### src/rtl/npu_conv_pkg.sv
// Shared types and constants for the sequential 3x3 convolution MAC engine
// and the parallel conv engines built from the same mac_unit.
package npu_conv_pkg;

  typedef enum logic [1:0] {
    ST_IDLE = 2'd0,
    ST_MAC  = 2'd1,
    ST_DONE = 2'd2
  } state_t;

  localparam int KERNEL_TAPS = 9;
  localparam int TAP_ADDR_W  = 4;

  // 9 taps of 255 * -128 reach -293760, which needs 20 signed bits.
  localparam int MIN_ACC_W   = 20;

  // Signed width of one unsigned-pixel x signed-weight product.
  function automatic int prod_width(input int bit_depth);
    return 2 * bit_depth + 1;
  endfunction

endpackage

### src/rtl/conv_mac_seq_if.sv
// Window-in / result-out handshake bundle plus the weight store read port.
interface conv_mac_seq_if #(
  parameter int BIT_DEPTH = 8,
  parameter int ACC_WIDTH = 20
);
  import npu_conv_pkg::*;

  logic [KERNEL_TAPS*BIT_DEPTH-1:0] win_in;
  logic                             win_valid;
  logic                             win_ready;
  logic [TAP_ADDR_W-1:0]            kernel_addr;
  logic [BIT_DEPTH:0]               kernel_data;
  logic signed [ACC_WIDTH-1:0]      res_out;
  logic                             res_valid;
  logic                             res_ready;
  logic                             busy;

  modport master (
    output win_in, win_valid, kernel_data, res_ready,
    input  win_ready, kernel_addr, res_out, res_valid, busy
  );

  modport slave (
    input  win_in, win_valid, kernel_data, res_ready,
    output win_ready, kernel_addr, res_out, res_valid, busy
  );

endinterface

### src/rtl/conv_mac_seq_mac_unit.sv
// Unsigned pixel x signed weight multiply-accumulate with synchronous clear.
// Latency: sum is combinational, acc updates on the enabled edge.
// Backpressure: none; caller gates with en/clr.
module mac_unit
  import npu_conv_pkg::*;
#(
  parameter int BIT_DEPTH = 8,
  parameter int ACC_WIDTH = 20
) (
  input  logic                        clk,
  input  logic                        rst,
  input  logic                        clr,
  input  logic                        en,
  input  logic [BIT_DEPTH-1:0]        pixel,
  input  logic signed [BIT_DEPTH-1:0] weight,
  output logic signed [ACC_WIDTH-1:0] acc,
  output logic signed [ACC_WIDTH-1:0] sum
);

  localparam int PROD_W = prod_width(BIT_DEPTH);

  logic signed [PROD_W-1:0] pix_ext;
  logic signed [PROD_W-1:0] wt_ext;
  logic signed [PROD_W-1:0] prod;

  // Pixel is zero-extended, weight sign-extended; the product fits PROD_W exactly.
  assign pix_ext = $signed(PROD_W'({1'b0, pixel}));
  assign wt_ext  = PROD_W'(weight);
  assign prod    = pix_ext * wt_ext;
  assign sum     = acc + ACC_WIDTH'(prod);

  always_ff @(posedge clk) begin
    if (rst || clr) begin
      acc <= '0;
    end else if (en) begin
      acc <= sum;
    end
  end

endmodule

### src/rtl/conv_mac_seq.sv
// Sequential 3x3 conv: one window per handshake, one weight read per cycle.
// Latency: result valid 9 cycles after window accept; initiation interval >= 11.
// Backpressure: result held in DONE while res_ready low; win_ready low outside IDLE.
module conv_mac_seq
  import npu_conv_pkg::*;
#(
  parameter int BIT_DEPTH   = 8,
  parameter int KERNEL_SIZE = 3,
  parameter int ACC_WIDTH   = 20,
  parameter int RELU_EN     = 0
) (
  input logic           clk,
  input logic           rst,
  conv_mac_seq_if.slave bus
);

  localparam int TAPS = KERNEL_SIZE * KERNEL_SIZE;
  localparam logic [TAP_ADDR_W-1:0] LAST_TAP = TAP_ADDR_W'(TAPS - 1);

  state_t                       state_q;
  state_t                       state_d;
  logic [TAP_ADDR_W-1:0]        count_q;
  logic [TAPS*BIT_DEPTH-1:0]    win_q;
  logic signed [ACC_WIDTH-1:0]  res_q;
  logic                         res_vld_q;

  logic                         win_rdy;
  logic                         busy_d;
  logic [TAP_ADDR_W-1:0]        kaddr_d;
  logic                         accept;
  logic                         in_mac;
  logic                         last_tap;
  logic [BIT_DEPTH-1:0]         pixel;
  logic signed [BIT_DEPTH-1:0]  weight;
  logic signed [ACC_WIDTH-1:0]  mac_acc;
  logic signed [ACC_WIDTH-1:0]  mac_sum;
  logic signed [ACC_WIDTH-1:0]  res_d;
  logic                         unused_kdata_msb;

  assign accept   = (state_q == ST_IDLE) && bus.win_valid;
  assign in_mac   = (state_q == ST_MAC);
  assign last_tap = in_mac && (count_q == LAST_TAP);

  // The store's extra top bit carries no weight information here.
  assign weight           = $signed(bus.kernel_data[BIT_DEPTH-1:0]);
  assign unused_kdata_msb = bus.kernel_data[BIT_DEPTH];

  always_comb begin
    pixel = '0;
    for (int i = 0; i < TAPS; i++) begin
      if (count_q == TAP_ADDR_W'(i)) begin
        pixel = win_q[i*BIT_DEPTH +: BIT_DEPTH];
      end
    end
  end

  always_comb begin
    state_d = state_q;
    win_rdy = 1'b0;
    busy_d  = 1'b0;
    kaddr_d = '0;
    case (state_q)
      ST_IDLE: begin
        win_rdy = 1'b1;
        if (bus.win_valid) begin
          state_d = ST_MAC;
        end
      end
      ST_MAC: begin
        busy_d  = 1'b1;
        kaddr_d = count_q;
        if (count_q == LAST_TAP) begin
          state_d = ST_DONE;
        end
      end
      ST_DONE: begin
        if (bus.res_ready) begin
          state_d = ST_IDLE;
        end
      end
      default: state_d = ST_IDLE;
    endcase
  end

  mac_unit #(
    .BIT_DEPTH (BIT_DEPTH),
    .ACC_WIDTH (ACC_WIDTH)
  ) u_mac (
    .clk    (clk),
    .rst    (rst),
    .clr    (accept),
    .en     (in_mac),
    .pixel  (pixel),
    .weight (weight),
    .acc    (mac_acc),
    .sum    (mac_sum)
  );

  // Final tap's sum goes straight to the output register; acc itself is not reused.
  assign res_d = ((RELU_EN != 0) && mac_sum[ACC_WIDTH-1]) ? '0 : mac_sum;

  always_ff @(posedge clk) begin
    if (rst) begin
      state_q   <= ST_IDLE;
      count_q   <= '0;
      win_q     <= '0;
      res_q     <= '0;
      res_vld_q <= 1'b0;
    end else begin
      state_q <= state_d;
      if (accept) begin
        win_q   <= bus.win_in;
        count_q <= '0;
      end else if (in_mac) begin
        count_q <= count_q + 1'b1;
      end
      if (last_tap) begin
        res_q     <= res_d;
        res_vld_q <= 1'b1;
      end else if ((state_q == ST_DONE) && bus.res_ready) begin
        res_vld_q <= 1'b0;
      end
    end
  end

  assign bus.win_ready   = win_rdy;
  assign bus.busy        = busy_d;
  assign bus.kernel_addr = kaddr_d;
  assign bus.res_out     = res_q;
  assign bus.res_valid   = res_vld_q;

endmodule

### src/flat_wrapper.sv
// flat-port wrapper written by rule: the top's interface ports become plain ports
module conv_mac_seq_flat import npu_conv_pkg::*;
#(
  parameter int BIT_DEPTH   = 8,
  parameter int KERNEL_SIZE = 3,
  parameter int ACC_WIDTH   = 20,
  parameter int RELU_EN     = 0
)
  (clk, rst, bus_win_in, bus_win_valid, bus_kernel_data, bus_res_ready, bus_win_ready, bus_kernel_addr, bus_res_out, bus_res_valid, bus_busy);
  conv_mac_seq_if #(.BIT_DEPTH(BIT_DEPTH), .ACC_WIDTH(ACC_WIDTH)) bus_i ();
  input logic clk;
  input logic rst;
  input wire logic [$bits(bus_i.win_in)-1:0] bus_win_in;
  input wire logic [$bits(bus_i.win_valid)-1:0] bus_win_valid;
  input wire logic [$bits(bus_i.kernel_data)-1:0] bus_kernel_data;
  input wire logic [$bits(bus_i.res_ready)-1:0] bus_res_ready;
  output wire logic [$bits(bus_i.win_ready)-1:0] bus_win_ready;
  output wire logic [$bits(bus_i.kernel_addr)-1:0] bus_kernel_addr;
  output wire logic [$bits(bus_i.res_out)-1:0] bus_res_out;
  output wire logic [$bits(bus_i.res_valid)-1:0] bus_res_valid;
  output wire logic [$bits(bus_i.busy)-1:0] bus_busy;
  assign bus_i.win_in = bus_win_in;
  assign bus_i.win_valid = bus_win_valid;
  assign bus_i.kernel_data = bus_kernel_data;
  assign bus_i.res_ready = bus_res_ready;
  assign bus_win_ready = bus_i.win_ready;
  assign bus_kernel_addr = bus_i.kernel_addr;
  assign bus_res_out = bus_i.res_out;
  assign bus_res_valid = bus_i.res_valid;
  assign bus_busy = bus_i.busy;
  conv_mac_seq #(.BIT_DEPTH(BIT_DEPTH), .KERNEL_SIZE(KERNEL_SIZE), .ACC_WIDTH(ACC_WIDTH), .RELU_EN(RELU_EN)) u_core (.clk(clk), .rst(rst), .bus(bus_i));
endmodule
### config.mk
export PLATFORM = sky130hd
export DESIGN_NAME = conv_mac_seq_flat
export DESIGN_NICKNAME = d
export VERILOG_FILES = /design/src/rtl/npu_conv_pkg.sv /design/src/rtl/conv_mac_seq_if.sv /design/src/rtl/conv_mac_seq_mac_unit.sv /design/src/rtl/conv_mac_seq.sv /design/src/flat_wrapper.sv
export SDC_FILE = /design/constraint.sdc
export NUM_CORES = 1
export LEC_CHECK = 0
export BUFFER_PORTS_ARGS = -buffer_cell sky130_fd_sc_hd__buf_2
export CAP_MARGIN = 20
export CORE_ASPECT_RATIO = 1.25
export CORE_MARGIN = 4
export CORE_UTILIZATION = 59
export DETAILED_ROUTE_END_ITERATION = 8
export GPL_TIMING_DRIVEN = 0
export PLACE_DENSITY_LB_ADDON = 0.1
export SLEW_MARGIN = 20
export SYNTH_ARGS = -nofsm -noshare
export SYNTH_HDL_FRONTEND = slang
export SYNTH_SLANG_ARGS = --single-unit
export TNS_END_PERCENT = 100
### constraint.sdc
create_clock -name clk -period 8 [get_ports clk]
set_input_delay 0.8 -clock clk [delete_from_list [all_inputs] [get_ports clk]]
set_output_delay 0.8 -clock clk [all_outputs]
set_load 0.01 [all_outputs]
## Yosys cells after proc, flatten, opt, wreduce, memory -nomap -nowiden

Index checks and enable logic that the tools add are counted.

- $add $sub $neg: 2
- Multiply operators: 1
- Equal/unequal tests: 13
- Mux-type cells: 18
- Reductions and logical operators: 9

Operators by type and width:

| cell | number |
|---|---|
| two-way mux 8 bit | 9 |
| adder 20 x 17 -> 20 bit | 1 |
| multiplier 9 x 8 -> 17 bit | 1 |
| equality test 4 x 3 -> 1 bit (second input constant) | 4 |
| equality test 4 x 2 -> 1 bit (second input constant) | 2 |
| two-way mux 2 bit | 3 |
| inequality test 2 bit (second input constant) | 3 |
| one-hot mux 2 bit (3 select lines) | 1 |
| adder 4 x 1 -> 4 bit (second input constant) | 1 |
| equality test 4 x 1 -> 1 bit (second input constant) | 1 |
| equality test 4 bit (second input constant) | 1 |
| logical NOT 4 bit | 1 |
| two-way mux 1 bit | 4 |
| two-way mux 4 bit | 1 |
| logical AND 1 bit | 3 |
| AND reduction 3 bit | 1 |
| equality test 2 x 1 -> 1 bit (second input constant) | 1 |
| equality test 2 bit (second input constant) | 1 |
| logical NOT 2 bit | 1 |
| nonzero test 2 bit | 1 |
| OR reduction 2 bit | 1 |
| logical OR 1 bit | 1 |

- Bits in registers: 119
- Input bits: 85

## Logic depth before layout (Yosys ltp)

- Depth in word-level cells: 12
- Gate-level depth with buffers: 25

## Cells and area by module

A second synthesis with hierarchy kept.

- Cell total of the unflattened synthesis: 995
- Area, all modules: 7968.9 um^2

By module, submodules not included:

| module | instances | cells an instance | area each (um^2) | sequential area each (um^2) |
|---|---|---|---|---|
| conv_mac_seq | 1 | 577 | 4262.8 | 1981.9 |
| mac_unit | 1 | 418 | 3706.1 | 400.4 |

## Worst setup path after synthesis

OpenSTA, ideal clock, no wires.

- Kind: reg-to-reg
- Start: reg u_core.count_q[0]
- End: reg u_core.u_mac.acc[19]
- Arrival time: 5.917 ns
- Data required time: 7.938 ns
- Slack: 2.020 ns
- Cell stages (with the launch flop): 23
- Period minus slack after synthesis: 5.980 ns
- Cells stage by stage: dfxtp_1 inv_1 ha_1 buf_2 and2_4 buf_6 a211oi_2 a21oi_1 a221o_2 or2_1 fa_1 fa_1 inv_1 fa_1 fa_1 fa_1 ha_1 o21ai_1 o211ai_2 a31oi_4 o21ai_1 or4_1 nand3_1

- Longest elaborated chain between the ends: 12
- Elaborated cells between the ends (all ways): 20

RTL lines:

| element | line | RTL |
|---|---|---|
| from (decl) | conv_mac_seq.sv:22 | `logic [TAP_ADDR_W-1:0] count_q;` |
| from (signal assigned) | conv_mac_seq.sv:115 | `count_q <= count_q + 1'b1;` |
| logical NOT 4 bit | conv_mac_seq.sv:51 | `if (count_q == TAP_ADDR_W'(i)) begin` |
| two-way mux 8 bit (8 in a row) | conv_mac_seq.sv:51 |  |
| two-way mux 8 bit (*) | conv_mac_seq.sv:51 |  |
| multiplier 9 x 8 -> 17 bit (*) | conv_mac_seq_mac_unit.sv:29 | `assign prod = pix_ext * wt_ext;` |
| adder 20 x 17 -> 20 bit (*) | conv_mac_seq_mac_unit.sv:30 | `assign sum = acc + ACC_WIDTH'(prod);` |
| to (signal assigned) | conv_mac_seq_mac_unit.sv:36 | `acc <= sum;` |
| to (decl) | conv_mac_seq_mac_unit.sv:16 | `output logic signed [ACC_WIDTH-1:0] acc,` |

Mark *: on every way between the ends. The rest lies on a longest branch, timed or not.
A chain may end at the register's enable or synchronous reset.

## Final worst setup path

- Start: reg u_core.count_q[1]
- End: reg u_core.res_q[18], in the netlist u_core.bus.res_out[18]

- Longest elaborated chain between the ends: 12
- Elaborated cells between the ends (all ways): 21

RTL lines:

| element | line | RTL |
|---|---|---|
| logical NOT 4 bit | conv_mac_seq.sv:51 |  |
| two-way mux 8 bit (9 in a row) | conv_mac_seq.sv:51 |  |
| multiplier 9 x 8 -> 17 bit | conv_mac_seq_mac_unit.sv:29 |  |
| adder 20 x 17 -> 20 bit | conv_mac_seq_mac_unit.sv:30 |  |
| to (signal assigned) | conv_mac_seq.sv:118 | `res_q <= res_d;` |
| to (decl) | conv_mac_seq.sv:24 | `logic signed [ACC_WIDTH-1:0] res_q;` |

Parallel ways exist; a longest one is shown, timed or not.

==> out/summary.log <==
qor: routing.routed-via-count 6,977
qor: clock_tree.clkLatencyLatePin 420 ps
qor: critical_path.crit_path_frequent_cell sky130_fd_sc_hd__fa_1
qor: floorplanning.boundaryPins 112
qor: critical_path.setup.worst_path.start_class flip-flop
qor: routing.drtIter0Drc 319
qor: place.port-buffer-count 108
qor: grt.grt_max_degree 17
qor: clock_tree.cts-root-to-sink-buffers 2
qor: timing.setup-tns-final 0 ps
qor: synth.ys_dominant_reg_cell sky130_fd_sc_hd__dfxtp_1
qor: pwr.p_seq_share 32.8%
qor: pwr.leakage 4.161 nW
qor: timing.max_slew_margin 56.39%
qor: final_layout.insertedDiodeCount 0
qor: timing.fin_hold_ws 449.7 ps
qor: floorplanning.die_w 111.4 microns
qor: grt.grt_antenna_before_repair 0
qor: critical_path.worstPathCellList inv_1 -> ha_1 -> clkbuf_1 -> nand3b_1 -> a21oi_2 -> a211oi_2 -> a21oi_1 -> a221o_2 -> or2_1 -> fa_1 -> fa_1 -> inv_1 -> fa_1 -> fa_1 -> fa_1 -> ha_1 -> nand3_1 -> o211ai_1 -> o311ai_1 -> a21oi_1 -> mux2i_1 -> a211oi_1
qor: timing.setup_ws 1124 ps
qor: routing.routed_wire_length_per_instance 15.64 microns
qor: grt.globalRouteTotalUtil 27.58%
qor: hold_path.hp-start u_core.win_q[40]
qor: timing.final_min_period_over_clock_period 85.95%
qor: clock_tree.number_of_h_tree_branching_levels 4
qor: timing.worst-slew-pin-transition 654.2 ps
qor: pwr.power_switching_share 31.99%
qor: pwr.intPower 1.343 mW
qor: synth.synthCells 977
qor: timing.max_freq 0.1454 GHz
qor: routing.routed_wirelength 20,100 microns
qor: grt.grt.overflow.total 0
qor: floorplanning.initial_utilization 61.10%
qor: pwr.power.clock.fraction 38.9%
qor: clock_tree.cts.sinks 119
qor: critical_path.cp.required 8270 ps
qor: clock_tree.post-cts-setup-buffer-count 0
qor: critical_path.startpoint u_core.count_q[1]
qor: hold_path.worst_hold_path_class reg2reg
qor: synth.syn_nets 1,177
qor: final_layout.final_core_utilization 71.55%
qor: timing.clock_skew_after_layout 6.978 ps
qor: critical_path.cp_slowest_stage_delay 540 ps
qor: clock_tree.tritoncts built
qor: timing.number_of_max_slew_violations_in_the_final_report 0
qor: synth.postSynthRegisterBits 119
qor: clock_tree.post_cts_resized 0
qor: timing.final_number_of_hold_violating_endpoints 0
qor: routing.drt_pass1_iterations 5
qor: clock_tree.ctsHoldBuffers 0
qor: pwr.power.combinational.fraction 28.4%
qor: synth.yosysWarnings 0
qor: synth.synth_area_per_cell 8.063 sq um
qor: critical_path.worstPathBufferInverterCount 3
qor: timing.final_period_minus_worst_setup_slack 6876 ps
qor: critical_path.reg2reg_from u_core.count_q[1]
qor: final_layout.fill_cells 1,129
qor: synth.number_of_enable_type_register_cells_in_the_synthesized_netlist 0
qor: synth.number_of_library_cell_types_mapped_by_synthesis 48
qor: critical_path.timing_worst_setup_path_type reg2reg
qor: floorplanning.die_height 137.2 microns
qor: pwr.peakVddDrop 186.9 uV
qor: critical_path.crit_family adder cells
qor: critical_path.end_kind flip-flop
qor: place.dpl.hpwl 16,280 microns
qor: place.gpl.final_weighted_congestion 0.9089
qor: final_layout.nets 1,304
qor: critical_path.timing.critical_path.fanout_max 10
qor: outcome.status finished clean
qor: flow_run.maxCapViolations 0
qor: critical_path.critical-path-slowest-cell sky130_fd_sc_hd__fa_1
qor: grt.first_global_vias 7,131
qor: routing.drt-vias-per-instance 5.430
qor: place.detailedPlace.worstSlack 1132 ps
qor: synth.netlist_area 7878 sq um
qor: routing.final_antenna_net_count 0
qor: clock_tree.clock-root-buffer sky130_fd_sc_hd__clkbuf_16
qor: timing.rsz_0062_raised_after_global_routing no
qor: clock_tree.tritoncts.num_buffers 17
qor: final_layout.synthToLayoutAreaGrowth 17.11%
qor: final_layout.final_design_area_no_fill 9225 sq um
qor: floorplanning.die-area 15,280 sq um
qor: pwr.p_sw 0.6320 mW
qor: timing.finalSetupViolCount 0
qor: clock_tree.clk_transition_reported_paths 60 ps
qor: grt.grt_pass1_wl 33,590 microns
qor: floorplanning.core 12,890 sq um
qor: critical_path.cp_arrival 7150 ps
qor: synth.async_reset_ff_share 0%
qor: pwr.pwr_density_cell 214.1 nW/um^2
qor: floorplanning.rows 46
qor: place.place_area 8628 sq um
qor: final_layout.layout-drive-gt1-share 16.03%
qor: synth.sequential_share_of_the_synthesized_area 30.24%
qor: routing.drcViolationCount 0
-- state kept, by name (all words and copies together), names as in the netlist --
signal / cells
u_core.state_q: 2
u_core.count_q: 4
u_core.bus.res_out: 20
u_core.u_mac.acc: 20
u_core.win_q: 72
u_core.bus.res_valid: 1
-- power by group through the flow --
stage	registers (mW)	logic, mW	clock network, mW
2_1_floorplan	0.651	0.425	0
6_report	0.647	0.560	0.768
3_5_place_dp	0.659	0.553	0
5_1_grt	0.650	0.644	0.798
4_1_cts	0.647	0.562	0.768
3_3_place_gp	0.658	0.547	0
-- final timing paths --
path / endpoint / slack (ps) / cells after the start
hold reg to reg: u_core.win_q[40] / 450 / 2
hold / removal: u_core.win_q[40] / 450 / 2
setup / recovery: u_core.bus.res_out[18] / 1120 / 22
setup reg to reg: u_core.bus.res_out[18] / 1120 / 22
-- metrics by stage --
step,total power [mW],std cells
after global placement,1.205,1253
after detailed placement,1.213,1253
after global routing,2.092,1285
after CTS,1.977,1285
final,1.975,1285
after floorplan,1.076,977
-- cells in the mapped netlist, types with 4 or more instances --
cell	count	area share (%)
sky130_fd_sc_hd__a21oi_1	138	8.8
sky130_fd_sc_hd__o21ai_0	20	1.3
sky130_fd_sc_hd__a21oi_2	10	1.1
sky130_fd_sc_hd__nand3b_1	16	1.5
sky130_fd_sc_hd__and2_1	27	2.1
sky130_fd_sc_hd__nand2_1	270	13
sky130_fd_sc_hd__buf_1	4	0.19
sky130_fd_sc_hd__inv_1	72	3.4
sky130_fd_sc_hd__clkbuf_1	42	2.0
sky130_fd_sc_hd__ha_1	64	10
sky130_fd_sc_hd__or2_1	4	0.32
sky130_fd_sc_hd__a221o_2	7	1.0
sky130_fd_sc_hd__nand2b_1	7	0.56
sky130_fd_sc_hd__nor2_1	30	1.4
sky130_fd_sc_hd__nor2b_1	4	0.32
sky130_fd_sc_hd__buf_2	4	0.25
sky130_fd_sc_hd__a211oi_1	6	0.57
sky130_fd_sc_hd__fa_1	51	13
sky130_fd_sc_hd__xnor2_1	16	1.8
sky130_fd_sc_hd__nand3_1	8	0.51
sky130_fd_sc_hd__dfxtp_1	119	30
sky130_fd_sc_hd__xor2_1	5	0.56
sky130_fd_sc_hd__a211oi_2	8	1.3
sky130_fd_sc_hd__and3_1	7	0.56
-- routing by layer --
metal	part of all wire, %	track usage, %	vias up
li1	-	-	3467
met4	4.8	15.21	0
met5	0	0	-
met1	39	30.59	3246
met2	52	50.54	202
met3	4.2	4.482	62
-- layout by cell type (no fill, tap or decap), types with 2 or more instances in the layout --
master                         n
sky130_fd_sc_hd__a211oi_1      6
sky130_fd_sc_hd__a211oi_2      8
sky130_fd_sc_hd__a21o_1        3
sky130_fd_sc_hd__a21oi_1     138
sky130_fd_sc_hd__a21oi_2      10
sky130_fd_sc_hd__a221o_2       7
sky130_fd_sc_hd__and2_1       27
sky130_fd_sc_hd__and3_1        7
sky130_fd_sc_hd__buf_1         4
sky130_fd_sc_hd__buf_2       112
sky130_fd_sc_hd__buf_6         2
sky130_fd_sc_hd__bufinv_16     3
sky130_fd_sc_hd__clkbuf_1     42
sky130_fd_sc_hd__clkbuf_16    17
sky130_fd_sc_hd__clkinv_2      6
sky130_fd_sc_hd__clkinvlp_4    5
sky130_fd_sc_hd__dfxtp_1     119
sky130_fd_sc_hd__fa_1         51
sky130_fd_sc_hd__ha_1         64
sky130_fd_sc_hd__inv_1        72
sky130_fd_sc_hd__mux2i_1       2
sky130_fd_sc_hd__nand2_1     270
sky130_fd_sc_hd__nand2b_1      7
sky130_fd_sc_hd__nand3_1       8
sky130_fd_sc_hd__nand3b_1     16
sky130_fd_sc_hd__nand4_1       3
sky130_fd_sc_hd__nor2_1       30
sky130_fd_sc_hd__nor2b_1       4
sky130_fd_sc_hd__o211ai_1      3
sky130_fd_sc_hd__o21ai_0      20
sky130_fd_sc_hd__o21ai_1       3
sky130_fd_sc_hd__o31ai_1       3
sky130_fd_sc_hd__or2_1         4
sky130_fd_sc_hd__or4_1         3
sky130_fd_sc_hd__xnor2_1      16
sky130_fd_sc_hd__xor2_1        5
-- cells by family after synthesis --
group                      Yosys count  share of synthesized area, %
buffers and inverters              126                         6.306
xor gates and xnor gates            21                         2.335
DFF                                119                         30.24
AOI/OAI and AO/OA                  209                         16.15
muxes                                3                        0.5400
adders and majority gates          115                         23.13
and+or+nand+nor                    384                         21.30
-- area by class of cell --
cell class	instances	area [sq um]	share of cell area (%)
clock buffer	18	439.2	4.761
inverter	73	274.0	2.970
sequential	119	2382	25.82
timing repair buffer	108	540.5	5.859
buffer	53	222.7	2.414
clock inverter	14	157.7	1.709
multi-input combinational	732	4999	54.18
tap	168	210.2	2.279
-- worst reg2reg max path, stage by stage (launching register included) --
cell,delay [ps]
sky130_fd_sc_hd__dfxtp_1,350
sky130_fd_sc_hd__inv_1,120
sky130_fd_sc_hd__ha_1,390
sky130_fd_sc_hd__clkbuf_1,350
sky130_fd_sc_hd__nand3b_1,190
sky130_fd_sc_hd__a21oi_2,80
sky130_fd_sc_hd__a211oi_2,220
sky130_fd_sc_hd__a21oi_1,70
sky130_fd_sc_hd__a221o_2,410
sky130_fd_sc_hd__or2_1,260
sky130_fd_sc_hd__fa_1,510
sky130_fd_sc_hd__fa_1,540
sky130_fd_sc_hd__inv_1,50
sky130_fd_sc_hd__fa_1,510
sky130_fd_sc_hd__fa_1,530
sky130_fd_sc_hd__fa_1,490
sky130_fd_sc_hd__ha_1,370
sky130_fd_sc_hd__nand3_1,80
sky130_fd_sc_hd__o211ai_1,360
sky130_fd_sc_hd__o311ai_1,150
sky130_fd_sc_hd__a21oi_1,300
sky130_fd_sc_hd__mux2i_1,290
sky130_fd_sc_hd__a211oi_1,100
Power figures use the tool's default switching activity.
